**config.mk**
```make
export PLATFORM = sky130hd
export DESIGN_NAME = game_flow_fsm
export DESIGN_NICKNAME = d
export VERILOG_FILES = /design/src/rtl/game_pkg.sv /design/src/rtl/key_edge_detect.sv /design/src/rtl/game_flow_fsm.sv
export SDC_FILE = /design/constraint.sdc
export NUM_CORES = 1
export LEC_CHECK = 0
export BUFFER_PORTS_ARGS = -buffer_cell sky130_fd_sc_hd__buf_2
export CORE_UTILIZATION = 47
export CTS_CLUSTER_SIZE = 14
export DETAILED_ROUTE_END_ITERATION = 6
export GPL_TIMING_DRIVEN = 1
export PLACE_DENSITY = 0.84
export SLEW_MARGIN = 20
export SYNTH_ARGS = -nofsm -noshare
export SYNTH_HDL_FRONTEND = slang
export SYNTH_SLANG_ARGS = --single-unit
```
**constraint.sdc**
```tcl
create_clock -name i_frame_clk -period 4.1 [get_ports i_frame_clk]
set_clock_uncertainty 0.2 [all_clocks]
set_input_delay 0.205 -clock i_frame_clk [delete_from_list [all_inputs] [get_ports i_frame_clk]]
set_output_delay 0.205 -clock i_frame_clk [all_outputs]
set_load 0.01 [all_outputs]
```
**src/rtl/game_pkg.sv**
```systemverilog
// Shared types and constants for the game-flow controller.
package game_pkg;

  // State encoding is visible on the controller's state output.
  typedef enum logic [1:0] {
    ST_TITLE   = 2'd0,
    ST_PLAYING = 2'd1,
    ST_PAUSED  = 2'd2,
    ST_OVER    = 2'd3
  } game_state_t;

  // USB HID usage codes for the default control keys.
  localparam logic [7:0] KEYCODE_EMPTY = 8'h00;
  localparam logic [7:0] KEYCODE_SPACE = 8'h2C;
  localparam logic [7:0] KEYCODE_B     = 8'h05;
  localparam logic [7:0] KEYCODE_P     = 8'h13;

  // Width of the OVER hold counter; at least one bit even when the hold is zero frames.
  function automatic int unsigned over_cnt_width(input int unsigned frames);
    if (frames == 0) begin
      return 1;
    end
    return $clog2(frames + 1);
  endfunction

endpackage

```
**src/rtl/key_edge_detect.sv**
```systemverilog
// Detects one key code across all keycode slots and produces a one-frame press edge.
module key_edge_detect #(
  parameter int unsigned NUM_KEYS = 6,
  parameter logic [7:0]  KEY      = 8'h00
) (
  input  logic                  i_frame_clk,
  input  logic                  i_reset,
  input  logic [8*NUM_KEYS-1:0] i_keycodes,
  output logic                  o_hit,
  output logic                  o_press
);

  logic w_hit;
  logic r_hit_q;

  // OR-reduce slot matches so a key duplicated in several slots still reads as one hit.
  always_comb begin
    w_hit = 1'b0;
    for (int unsigned k = 0; k < NUM_KEYS; k++) begin
      if ((KEY != 8'h00) && (i_keycodes[8*k +: 8] == KEY)) begin
        w_hit = 1'b1;
      end
    end
  end

  // History clears on reset, so a key held through reset edges on the first frame;
  // the FSM decides whether that edge matters (only start acts from TITLE).
  always_ff @(posedge i_frame_clk or posedge i_reset) begin
    if (i_reset) begin
      r_hit_q <= 1'b0;
    end else begin
      r_hit_q <= w_hit;
    end
  end

  // Rising edge of the hit level.
  always_comb begin
    o_hit   = w_hit;
    o_press = w_hit & ~r_hit_q;
  end

endmodule

```
**src/rtl/game_flow_fsm.sv**
```systemverilog
// Top-level game-flow controller: turns key presses and lives into TITLE/PLAYING/PAUSED/OVER
// sequencing with registered one-frame start/back pulses and level flags.
module game_flow_fsm
  import game_pkg::*;
#(
  parameter int unsigned NUM_KEYS    = 6,
  parameter int unsigned LIFE_W      = 2,
  parameter logic [7:0]  KEY_START   = KEYCODE_SPACE,
  parameter logic [7:0]  KEY_BACK    = KEYCODE_B,
  parameter logic [7:0]  KEY_PAUSE   = KEYCODE_P,
  parameter int unsigned OVER_FRAMES = 120
) (
  input  logic                  i_frame_clk,
  input  logic                  i_reset,
  input  logic [8*NUM_KEYS-1:0] i_keycodes,
  input  logic [LIFE_W-1:0]     i_life,
  output game_state_t           o_state,
  output logic                  o_start,
  output logic                  o_back,
  output logic                  o_run_en,
  output logic                  o_paused,
  output logic                  o_game_over
);

  localparam int unsigned CNT_W = over_cnt_width(OVER_FRAMES);

  game_state_t      r_state;
  game_state_t      w_state_d;
  logic [CNT_W-1:0] r_cnt;
  logic [CNT_W-1:0] w_cnt_d;
  logic             r_start;
  logic             w_start_d;
  logic             r_back;
  logic             w_back_d;

  logic w_press_start;
  logic w_press_back;
  logic w_press_pause;
  logic w_hit_start;
  logic w_hit_back;
  logic w_hit_pause;
  logic w_unused_hits;

  // Hit levels are exported by the detector but only the edges drive the flow.
  assign w_unused_hits = w_hit_start ^ w_hit_back ^ w_hit_pause;

  key_edge_detect #(
    .NUM_KEYS (NUM_KEYS),
    .KEY      (KEY_START)
  ) u_key_start (
    .i_frame_clk (i_frame_clk),
    .i_reset     (i_reset),
    .i_keycodes  (i_keycodes),
    .o_hit       (w_hit_start),
    .o_press     (w_press_start)
  );

  key_edge_detect #(
    .NUM_KEYS (NUM_KEYS),
    .KEY      (KEY_BACK)
  ) u_key_back (
    .i_frame_clk (i_frame_clk),
    .i_reset     (i_reset),
    .i_keycodes  (i_keycodes),
    .o_hit       (w_hit_back),
    .o_press     (w_press_back)
  );

  key_edge_detect #(
    .NUM_KEYS (NUM_KEYS),
    .KEY      (KEY_PAUSE)
  ) u_key_pause (
    .i_frame_clk (i_frame_clk),
    .i_reset     (i_reset),
    .i_keycodes  (i_keycodes),
    .o_hit       (w_hit_pause),
    .o_press     (w_press_pause)
  );

  // State, OVER hold counter and pulse registers.
  always_ff @(posedge i_frame_clk or posedge i_reset) begin
    if (i_reset) begin
      r_state <= ST_TITLE;
      r_cnt   <= '0;
      r_start <= 1'b0;
      r_back  <= 1'b0;
    end else begin
      r_state <= w_state_d;
      r_cnt   <= w_cnt_d;
      r_start <= w_start_d;
      r_back  <= w_back_d;
    end
  end

  // Next-state: pulses default low so they last exactly one frame.
  // Priority: life==0 (PLAYING only) > back > pause > start.
  always_comb begin
    w_state_d = r_state;
    w_cnt_d   = r_cnt;
    w_start_d = 1'b0;
    w_back_d  = 1'b0;
    case (r_state)
      ST_TITLE: begin
        if (w_press_start) begin
          w_state_d = ST_PLAYING;
          w_start_d = 1'b1;
        end
      end
      ST_PLAYING: begin
        if (i_life == '0) begin
          w_state_d = ST_OVER;
          w_cnt_d   = CNT_W'(OVER_FRAMES);
        end else if (w_press_back) begin
          w_state_d = ST_TITLE;
          w_back_d  = 1'b1;
        end else if (w_press_pause) begin
          w_state_d = ST_PAUSED;
        end
      end
      ST_PAUSED: begin
        // Game is frozen here, so life is not examined.
        if (w_press_back) begin
          w_state_d = ST_TITLE;
          w_back_d  = 1'b1;
        end else if (w_press_pause) begin
          w_state_d = ST_PLAYING;
        end
      end
      ST_OVER: begin
        if (w_press_back) begin
          w_state_d = ST_TITLE;
          w_back_d  = 1'b1;
        end else if (r_cnt == '0) begin
          w_state_d = ST_TITLE;
        end else begin
          w_cnt_d = r_cnt - 1'b1;
        end
      end
      default: begin
        w_state_d = ST_TITLE;
      end
    endcase
  end

  // Outputs decode purely from registered state, so they are glitch-free.
  always_comb begin
    o_state     = r_state;
    o_start     = r_start;
    o_back      = r_back;
    o_run_en    = (r_state == ST_PLAYING);
    o_paused    = (r_state == ST_PAUSED);
    o_game_over = (r_state == ST_OVER);
  end

endmodule

```
; Yosys cells after proc, flatten, opt, wreduce, memory -nomap -nowiden
; Index checks and enable logic that the tools add are counted.
[word_totals]
reg_bits = 14
inputBits = 52
output_inout_bits = 7
word_cells = 85
[classes]
n_addsub = 1
n_eq_ne = 28
mux = 36
bitwise_logic = 6
n_reduce_logical = 7
[op_table]
columns = cell, count
row1 = equality test 8 x 3 -> 1 bit (second input constant), 6
row2 = equality test 8 x 5 -> 1 bit (second input constant), 6
row3 = equality test 8 x 6 -> 1 bit (second input constant), 6
row4 = two-way mux 1 bit, 22
row5 = two-way mux 7 bit, 3
row6 = two-way mux 2 bit, 8
row7 = case mux 7 bit (2 select lines), 1
row8 = case mux 2 bit (4 select lines), 1
row9 = AND reduction 4 bit, 2
row10 = zero test 7 bit, 1
row11 = subtractor 7 x 1 -> 7 bit (second input constant), 1
row12 = != test 3 x 1 -> 1 bit (second input constant), 2
row13 = equality test 2 bit (second input constant), 2
row14 = zero test 2 bit, 2
row15 = != test 2 x 1 -> 1 bit (second input constant), 2
row16 = != test 2 bit (second input constant), 2
row17 = != test 4 x 1 -> 1 bit (second input constant), 1
row18 = bitwise AND 1 bit, 3
row19 = inverter 1 bit, 3
row20 = equality test 2 x 1 -> 1 bit (second input constant), 1
row21 = case mux 1 bit (2 select lines), 1
row22 = nonzero test 2 bit, 1
row23 = OR reduction 2 bit, 1

; Depth between registers and ports, before layout
; Gate-level depths: netlist of run 1.
[logic_depth]
ltp_word = 12
mapped_depth = 7
depth_no_buf = 7

; Hierarchy
; From an unflattened synthesis of run 1, not the netlist that was laid out.
[hier_totals]
cells_unflattened = 130
area_unflattened_um2 = 1237.4
[modules_own_cells]
columns = mod, instances, cells_per_inst, area_each_um2
row1 = game_flow_fsm, 1, 64, 676.9
row2 = key_edge_detect (u_key_pause ...), 2, 22, 178.9
row3 = key_edge_detect (u_key_back), 1, 22, 202.7

; Worst setup path before layout of run 1
; OpenSTA, ideal clock, no wires.
[synth_path]
path_kind = reg-to-reg
start = register r_cnt[0]
end = register r_cnt[5]
arrival_time_ps = 1566
required_ps = 3773
path_slack_ps = 2207
path_stages_with_launch = 8
path_buffers = 0
cell_sequence = dfrtp_1 > inv_1 > ha_1 > nor4b_1 > a211oi_1 > and2_4 > and4_1 > nor3_2
[synth_via]
elab_chain_len = 4
word_cells_on_any_way = 7
[synth_lines]
columns = element, line_no
row1 = "start, declared", game_flow_fsm.sv:29  ; logic [CNT_W-1:0] r_cnt;
row2 = "start signal, assigned", game_flow_fsm.sv:89  ; r_cnt <= w_cnt_d;
row3 = subtractor 7 x 1 -> 7 bit, game_flow_fsm.sv:136  ; w_cnt_d = r_cnt - 1'b1;
row4 = two-way mux 7 bit, game_flow_fsm.sv:133  ; end else if (r_cnt == '0) begin
row5 = two-way mux 7 bit, game_flow_fsm.sv:130  ; if (w_press_back) begin
row6 = case mux 7 bit (2 select lines), game_flow_fsm.sv:102  ; case (r_state)
; Several ways; a longest one is shown, not always the timed one. The select of a mux whose other input is x is not followed.
; A chain may end at the register's enable or synchronous reset.

; Worst setup path in the final report of run 1
[layout_path]
start = register r_cnt[0]
end = register r_state[1], in the netlist o_state[1]
[layout_via]
elab_chain_len = 3
[layout_lines]
columns = element, line_no
row1 = zero test 7 bit, game_flow_fsm.sv:133
row2 = != test 3 x 1 -> 1 bit (no line), -
row3 = AND reduction 4 bit (no line), -
row4 = "end signal, assigned", game_flow_fsm.sv:88  ; r_state <= w_state_d;
row5 = "end, declared", game_flow_fsm.sv:27  ; game_state_t r_state;
; No other way between the ends.

==> reports/summary.txt, run 1 <==
DR iter-0 viols: 21
Peak VDD IR: 0.000324 V
Number of flops mapped to enable cells by yosys: 0
Final period utilization: 53.0%
Wire length per cell: 13.7 µm
Critical R2R Launch: r_cnt[0]
Area growth syn-to-layout: 34.5%
Area leader, netlist: dfrtp_1
Clock buffer depth: 2
Initial cell density of the core: 52.0%
Root buffer cell: clkbuf_4
Outcome: finished clean
Post-synthesis average cell area: 8.25 µm²
Core footprint: 2060 µm²
Rel. slew slack: 64.9%
Final Slew Violations: 0
Site Rows: 16
Final wirelength: 3020 µm
Met1 GRT Util: 25.7%
Post-CTS setup buffers: 0
IO Pins: 59
Drt drc: 0
GR met3 Demand/Resource: 5.86%
RSZ-0062 raised after global routing: no
Final #Nets: 248
Busiest grt layer: met2
Post-route setup slack: 1.93 ns
Post-Place Worst Slack: 2.00 ns
Worst Max-Slew Pin Slew: 0.526 ns
Synth Net Count: 184
GRT Total Usage: 26.8%
Worst Path Required: 4.10 ns
Power Total: 633 µW
Worst Setup Start Kind: flop
CTS buffer count: 3
Synth Flop Type: dfrtp_1
Synthesized cell area: 1070 µm²
Clk Latency, worst-skew pair: 0.28 ns
Final hold viol count: 0
Synth warnings: 0
Vias per cell: 5.86
Clk slew on worst S/H paths: 0.09 ns
Vias: 1289
Synth Instances: 130
Post-synthesis sequential area ratio: 32.7%
Initial antenna violation count: 0
Antenna Diode Count: 0
Commonest non-fill, non-tap cell in the layout: buf_2
CP Max Fanout: 10
Ratio of cells with drive above 1 in the final layout: 36.3%
WS Path Type: flop to flop
H-tree lvl count: 1
TNS Setup: 0 ns
Max Fclk: 460 MHz
GRT overflow: 0
Clock sinks: 14
CTS tree: yes
Tmin final: 2.17 ns
Max-cap violations: 0
Antenna-violating nets left: 0
Die height: 49.8 µm
Port Buffers: 58
Main area contributors after synthesis: dfrtp_1 33%, nor2_1 6.0%, nand4_1 5.8%
Synthesized flop and latch total: 14
CP arrival: 2.17 ns
Setup Viol. Count Final: 0
Pwr per Cell Area: 439 nW/µm²
Vias in the first global route: 1319
Global Route met2 Usage: 52.3%
Ys async rst share: 100%
Hold crit path type: input pin to flop
Global-route wire length before repair: 5170 µm
Commonest non-fill, non-tap cells in the layout: 58 x buf_2, 17 x nor2_1, 14 x dfrtp_1
Util after Layout: 70.0%
Hold_sp: i_keycodes[41]
CTS resizes: 0
Maximum number of pins on one net before global-route repair: 15
DP Wirelength: 2520 µm
Worst Setup SP: r_cnt[0]
Die W: 49.8 µm
CP Capture Type: flop
Total iterations of the first detailed-routing run: 4
Die ar.: 2480 µm²
Cell variety after synth: 41
Leakage: 0.710 nW
Routability cong.: 0.956
Top cell type's share of synthesized area: 32.7%
-- layout make-up --
type                       count  area (µm²)
fill                         150         619
timing repair buffer          59         300
sequential                    14         350
clock buffer                   4        36.3
multi-input combinational    106         684
inverter                      10        37.5
tap                           27        33.8
-- synth_stat cells (2+ instances only) --
library cell,n
a21oi_1,2
ha_1,2
a311oi_1,2
nand4_1,10
nor2_1,17
nor4bb_1,2
nor3_1,4
nor2b_1,4
o21a_1,2
inv_1,10
nand3b_1,2
dfrtp_1,14
nand3_1,6
a211oi_1,2
nand2_1,10
o21ai_0,7
nor3b_1,8
nor4b_1,3
-- final timing paths --
check	end	slack, ns	cells after the start
worst max-delay path	o_state[1]	1.93	7
worst min-delay path	u_key_pause.r_hit_q	0.02	3
max in group asynchronous	o_state[1]	3.05	3
worst max register to register	o_state[1]	1.93	7
worst min register to register	o_start	0.25	1
min in group asynchronous	r_cnt[0]	0.28	3
-- registers in the layout, summed over array words and instances, names as in the netlist --
register	flops
u_key_start.r_hit_q	1
r_cnt	7
o_start	1
o_state	2
u_key_pause.r_hit_q	1
u_key_back.r_hit_q	1
o_back	1
-- kinds of logic after synthesis --
group | synth area share, %
buffers and inverters | 3.50
AND/OR/NAND/NOR | 41.8
flip-flops | 32.7
adder cells (fa/ha/maj) | 2.33
AO/OA/AOI/OAI | 18.8
multiplexers | 0.934
-- layer usage --
layer  vias up  wire [µm]
met5         -          0
met4         0         89
met3        12        182
met2        53       1640
met1       602       1100
li1        622          -
-- critical path: stages, from the launching register on --
cell	delay [ns]
dfrtp_1	0.43
inv_1	0.09
ha_1	0.19
nor4b_1	0.14
a211oi_1	0.44
nand2_2	0.24
o221ai_2	0.15
mux2i_1	0.22
-- per-stage QoR --
step / hold slack, ns / cells / area [µm²]
final: 0.0170 / 220 / 1440
after global routing: 0.0272 / 220 / 1440
after CTS: 0.0177 / 220 / 1440
after detailed placement: 0.0752 / 215 / 1400
after global placement: 0.0622 / 215 / 1400
after floorplan: -0.106 / 130 / 1070
-- power by group --
| part | internal [mW] | switching (mW) |
|---|---|---|
| clock network | 0.0540 | 0.0447 |
| registers | 0.178 | 0.0498 |
| logic | 0.133 | 0.174 |
-- what timing repair did --
item / in CTS / in global routing
setup endpoints to repair: 0 / 0
hold endpoints to repair: 14 / 0
hold buffers: 1 / 0
Note: power is estimated with default switching activity, not from simulation.
==> inputs of run 2 (changes only) <==
--- a/config.mk
+++ b/config.mk
@@ -5,12 +5,13 @@
 export SDC_FILE = /design/constraint.sdc
 export NUM_CORES = 1
 export LEC_CHECK = 0
+export ABC_AREA = 1
 export BUFFER_PORTS_ARGS = -buffer_cell sky130_fd_sc_hd__buf_2
-export CORE_UTILIZATION = 47
+export CORE_UTILIZATION = 43
 export CTS_CLUSTER_SIZE = 14
 export DETAILED_ROUTE_END_ITERATION = 6
 export GPL_TIMING_DRIVEN = 1
-export PLACE_DENSITY = 0.84
+export PLACE_DENSITY = 0.76
 export SLEW_MARGIN = 20
 export SYNTH_ARGS = -nofsm -noshare
 export SYNTH_HDL_FRONTEND = slang
==> constraint.sdc (replaced) <==
create_clock -name i_frame_clk -period 1.8 [get_ports i_frame_clk]
set_clock_uncertainty 0.2 [all_clocks]
set_input_delay 0.09 -clock i_frame_clk [delete_from_list [all_inputs] [get_ports i_frame_clk]]
set_output_delay 0.09 -clock i_frame_clk [all_outputs]
set_load 0.01 [all_outputs]
==> run 2 against run 1 <==
Net effect: final cell count is 60% higher; highest routed layer unchanged; critical path depth is 5 higher; largest power group unchanged; flip-flop and latch count stayed put; critical path type is now input pin to flop; via count is 17% higher; global-route usage is 6.6 points lower.
==> reports/summary.txt, run 2 <==
Non-Filler Instances: 352
CTS buffer count: 3
Main area contributors after synthesis: dfrtp_1 26%, nand2_1 19%, nor2_1 16%
Final wirelength: 3100 µm
Internal power: 875 µW
Drt drc: 0
Initial antenna violation count: 0
Initial cell density of the core: 45.2%
Hold crit path type: input pin to flop
Final hold viol count: 0
Compound-gate portion of the synthesized area: 6.31%
Setup Viol. Count Final: 0
Reg power frac: 31.3%
Worst Max-Slew Pin Slew: 0.548 ns
Die height: 58.4 µm
Multiplexer share of the synthesized area: 0%
Vias per cell: 4.27
Cell variety after synth: 21
Post-Synth XOR/XNOR Area: 0.640%
Vias: 1504
Synth warnings: 0
Critical path's top delay family: simple AND/OR/NAND/NOR gates
Die ar.: 3410 µm²
Tmin final: 1.71 ns
Antenna Diode Count: 0
Register with the most flip-flops: r_cnt
Core footprint: 3030 µm²
DR iter-0 viols: 51
Post-CTS setup buffers: 0
DP Wirelength: 2430 µm
Critical R2R Launch: r_cnt[3]
Post-Synth Simple-Gate Area: 50.3%
Synth Instances: 243
Clock sinks: 14
Post-DP Area: 1710 µm²
Global-route wire length before repair: 5310 µm
Worst Setup SP: i_keycodes[3]
Area growth syn-to-layout: 31.4%
Site Rows: 20
CTS tree: yes
Post-synthesis sequential area ratio: 25.6%
Root buffer cell: clkbuf_4
Commonest non-fill, non-tap cells in the layout: 68 x nand2_1, 59 x nor2_1, 58 x buf_2
Routability cong.: 0.787
Synth Flop Type: dfrtp_1
Port Buffers: 58
CP Capture Type: flop
Commonest non-fill, non-tap cell in the layout: nand2_1
Final #Nets: 363
Worst Setup Start Kind: input pin
Synth cell count leaders: 68 x nand2_1, 60 x nor2_1, 51 x inv_1, 15 x nand3_1, 14 x dfrtp_1
Area leader, netlist: dfrtp_1
Wire length per cell: 8.80 µm
Synthesized cell area: 1370 µm²
H-tree lvl count: 1
WP buf/inv: 2
Adder-cell share of the synthesized area: 1.83%
Number of flops mapped to enable cells by yosys: 0
Peak VDD IR: 0.000505 V
Post-synthesis average cell area: 5.63 µm²
Share of total power in the clock network: 14.6%
CP arrival: 1.69 ns
CP Max Fanout: 11
Leakage: 1.04 nW
R2R Setup Slk: 0.09 ns
Max-cap violations: 0
Clk slew on worst S/H paths: 0.09 ns
IO Pins: 59
Slowest stage cell on the critical path: dlygate4sd3_1
Final Slew Violations: 0
Ratio of cells with drive above 1 in the final layout: 27.3%
Most used cell, CP: nor2_1
Largest family of logic cells by synthesized area: simple AND/OR/NAND/NOR gates
Post-Place Cells: 345
Top cell type's share of synthesized area: 25.6%
CP Depth: 12
Synth Net Count: 297
Outcome: finished clean
Post-route cell area: 1800 µm²
Total iterations of the first detailed-routing run: 4
Max Fclk: 586 MHz
Clk Latency, worst-skew pair: 0.29 ns
Critical Path End: r_cnt[3]
Clock buffer depth: 2
Ys async rst share: 100%
Most common cell in the synthesized netlist: nand2_1
Power Total: 1.62 mW
Final period utilization: 94.8%
Die W: 58.4 µm
Pwr per Cell Area: 899 nW/µm²
Max FFs per register: 7
WS Path Type: input pin to flop
GRT overflow: 0
Maximum number of pins on one net before global-route repair: 15
Worst Path Required: 1.78 ns
CP cell instances: dlygate4sd3_1 > buf_2 > nor2_1 > nand3b_1 > nor2_1 > nor2_1 > nand2_2 > nand2_4 > nand2_4 > nand2_8 > nor2_2 > a21oi_2
Worst-case reg-to-reg path depth: 10
Sw frac: 45.9%
Vias in the first global route: 1376
Slowest cell delay on critical path: 0.55 ns
P_sw: 741 µW
Reg2reg end: r_cnt[3]
Synthesized flop and latch total: 14
Rel. slew slack: 63.4%
GRT Total Usage: 20.2%
Antenna-violating nets left: 0
Gate power share: 54.2%
## run 2: changes by cell type in the layout (fill, tap and decap cells not counted), moves of 3 or more
cell     change
nor2b_1      -4
o21ai_0      -4
nor4b_1      -3
nor3b_1      -8
nand3_1      +8
nand2_2      +3
o21ai_2      +3
nand4_1      -7
inv_1       +41
nor3_1       -3
nor2_1      +42
nor2_2       +3
nand2_1     +58
## run 2: per-layer routing
layer | global-route usage, % | up-vias | wire length (µm)
met5 | 0 | - | 0
met4 | 8.16 | 0 | 59
met3 | 2.86 | 4 | 130
met2 | 37.1 | 36 | 1540
met1 | 23.6 | 617 | 1370
li1 | - | 847 | -
## run 2: final cells by class
type                            count  area, µm²
Fill cell                         315       1230
Multi-Input combinational cell    175        830
Sequential cell                    14        350
Timing Repair Buffer               62        328
Inverter                           53        199
Tap cell                           44       55.1
Clock buffer                        4       36.3
## run 2: logic make-up (layout without fill, tap and decap cells)
group / count (synthesis) / count (layout)
buffers and inverters: 54 / 119
DFF: 14 / 14
xor gates and xnor gates: 1 / 1
and+or+nand+nor: 160 / 160
adders and majority gates: 2 / 2
AOI/OAI and AO/OA: 12 / 12
## run 2: power by group through the flow
stage	logic, mW	clock network [mW]	registers (mW)
after global placement	0.810	0	0.496
after global routing	0.998	0.260	0.515
after CTS	0.846	0.243	0.492
after floorplan	0.608	0	0.501
final	0.875	0.235	0.505
after detailed placement	0.830	0	0.497
## run 2: how the worst min path moves through the flow
stage | startpoint | end | slack, ns | cells past startpoint
floorplan | i_reset | o_back | -0.22 | 1
global placement | i_reset | r_cnt[4] | -0.04 | 2
detailed placement | i_reset | r_cnt[4] | -0.04 | 2
CTS | i_keycodes[38] | u_key_pause.r_hit_q | 0.02 | 6
global route | i_keycodes[0] | u_key_back.r_hit_q | 0.07 | 5
finish | i_keycodes[38] | u_key_pause.r_hit_q | 0.02 | 6
## run 2: metrics by stage
stage               hold WS [ns]  utilization (%)  setup TNS [ns]  setup slack [ns]
floorplan                 -0.221                -               0             0.168
detailed placement       -0.0357             56.5               0             0.105
global route              0.0701             59.4         -0.0803           -0.0220
CTS                       0.0153             58.7               0            0.0929
global placement         -0.0423             56.5               0             0.121
finish                    0.0201             59.4               0            0.0932
## run 2: timing repair
item | 4_1_cts | 5_1_grt
hold buffers | 3 | 0
endpoints found under the hold margin | 15 | 0
setup endpoints to repair | 0 | 8
gates resized for setup | 0 | 5
## run 2: worst reg2reg max path, stage by stage, from the launching register on
cell	delay, ns
dfrtp_1	0.46
nor2_4	0.16
inv_2	0.06
nor3_4	0.14
nand3_1	0.09
nand2_1	0.08
inv_2	0.05
nand2_4	0.12
nand2_8	0.11
nor2_2	0.11
a21oi_2	0.04
==> inputs of run 3 (changes only) <==
==> constraint.sdc (replaced) <==
create_clock -name i_frame_clk -period 1.8 [get_ports i_frame_clk]
set_clock_uncertainty 0.2 [all_clocks]
set_input_delay 0.45 -clock i_frame_clk [delete_from_list [all_inputs] [get_ports i_frame_clk]]
set_output_delay 0.45 -clock i_frame_clk [all_outputs]
set_load 0.01 [all_outputs]
==> run 3 against run 2 <==
Net effect: the run now ends with negative hold slack left; clock power shrank 23%; utilization up 0.25 points; worst setup slack worse by 0.028 ns; sequential power up 1%; wire length fell by 9.7%; critical path type is now flop to output port; critical endpoint is now o_game_over; largest power group unchanged.
==> reports/summary.txt, run 3 (synthesis gave the netlist of run 2 again) <==
H-tree lvl count: 1
Clk Latency, worst-skew pair: 0.28 ns
Rel. slew slack: 64.2%
Post-DP Area: 1750 µm²
Final wirelength: 2800 µm
Violated checks: negative hold slack
Total iterations of the first detailed-routing run: 4
DR iter-0 viols: 35
Max Fclk: 576 MHz
Area growth syn-to-layout: 31.9%
WP buf/inv: 2
Final #Nets: 367
DP Wirelength: 2430 µm
Global-route wire length before repair: 4970 µm
Final hold viol count: 14
Site Rows: 20
Commonest non-fill, non-tap cells in the layout: 68 x nand2_1, 59 x nor2_1, 58 x buf_2
Routability cong.: 0.808
Critical path's top delay family: flip-flops
Wire length per cell: 7.88 µm
Drt drc: 0
CTS tree: yes
Busiest grt layer: met2
Die height: 58.4 µm
Max-cap violations: 0
Leakage: 1.05 nW
Root buffer cell: clkbuf_4
Slowest stage cell on the critical path: dfrtp_2
Hold crit path type: input pin to async pin
Max FFs per register: 7
Outcome: finished with violations
Peak VDD IR: 0.000621 V
Die W: 58.4 µm
Worst Path Required: 1.15 ns
Vias per cell: 4.30
GRT Total Usage: 18.5%
Post-CTS Hold Buffers: 0
Slowest cell delay on critical path: 0.45 ns
Final Slew Violations: 0
Global Route met2 Usage: 32.8%
Final period utilization: 96.4%
GR met3 Demand/Resource: 4.40%
IO Pins: 59
Antenna-violating nets left: 0
Maximum number of pins on one net before global-route repair: 15
Commonest non-fill, non-tap cell in the layout: nand2_1
Worst Max-Slew Pin Slew: 0.536 ns
Ratio of cells with drive above 1 in the final layout: 29.9%
Clock buffer depth: 2
CTS buffer count: 3
Worst Setup Start Kind: flop
Initial cell density of the core: 45.2%
Clk slew on worst S/H paths: 0.08 ns
WS Path Type: flop to output port
Pwr per Cell Area: 874 nW/µm²
Port Buffers: 58
Initial antenna violation count: 0
CP Max Fanout: 6
GRT overflow: 0
Met1 GRT Util: 23.0%
Register with the most flip-flops: r_cnt
Setup Viol. Count Final: 0
CP arrival: 1.08 ns
Core footprint: 3030 µm²
CP Capture Type: output port
Clock sinks: 14
Post-route cell area: 1810 µm²
Worst Hold Slack: -0.00598 ns
Die ar.: 3410 µm²
Tmin final: 1.73 ns
Vias: 1526
CP cell instances: nand2_1 > inv_2 > buf_2
Antenna Diode Count: 0
Vias in the first global route: 1385
[run 3: cell types whose count changed in the layout (fill, tap and decap cells not counted), moves of 3 or more]
cell,change
dlygate4sd3_1,-3
dfrtp_1,-3
buf_4,+7
dfrtp_2,+3
[run 3: through the flow]
step	cells	worst slack (ns)	util (%)	TNS, ns	power (mW)
floorplan	243	0.103	-	0	1.11
global placement	350	-0.0200	57.7	-0.0225	1.32
detailed placement	350	-0.0438	57.7	-0.0831	1.34
CTS	353	0.0484	58.6	0	1.53
global route	355	-0.0126	59.6	-0.0159	1.74
finish	355	0.0654	59.6	0	1.58
[run 3: area by class of cell]
| type | instances | area (µm²) |
|---|---|---|
| Fill cell | 325 | 1220 |
| Multi-Input combinational cell | 175 | 825 |
| Sequential cell | 14 | 354 |
| Timing Repair Buffer | 66 | 350 |
| Inverter | 53 | 199 |
| Tap cell | 44 | 55.1 |
| Clock buffer | 3 | 22.5 |
[run 3: worst paths after layout]
| kind | to | slack, ns | startpoint | cells after the start |
|---|---|---|---|---|
| setup / recovery | o_game_over | 0.07 | o_state[1] | 3 |
| setup reg to reg | r_cnt[5] | 0.13 | r_cnt[3] | 10 |
| min in group i_frame_clk | r_cnt[0] | 0.32 | r_cnt[0] | 1 |
| hold reg to reg | r_cnt[0] | 0.32 | r_cnt[0] | 1 |
| hold / removal | r_cnt[2] | -0.006 | i_reset | 2 |
| max in group asynchronous | o_state[0] | 1.02 | i_reset | 2 |
[run 3: per-layer routing]
layer  share of wire [%]  up-vias  wire length [µm]
li1                    -      855                 -
met1                  48      636              1350
met2                  47       32              1310
met3                 4.4        3               123
met4                0.43        0                12
met5                   0        -                 0
[run 3: timing repair]
item,4_1_cts,5_1_grt
resized for setup,3,4
setup endpoints to repair,1,7
buffers inserted,0,2
endpoints found under the hold margin,0,0
[run 3: power by group]
| group | leakage (nW) | internal, mW | switching (mW) | total (mW) |
|---|---|---|---|---|
| Combinational | 0.862 | 0.380 | 0.507 | 0.887 |
| Clock | 0.0138 | 0.0778 | 0.102 | 0.180 |
| Sequential | 0.172 | 0.412 | 0.0998 | 0.512 |
| Total | 1.05 | 0.870 | 0.709 | 1.58 |
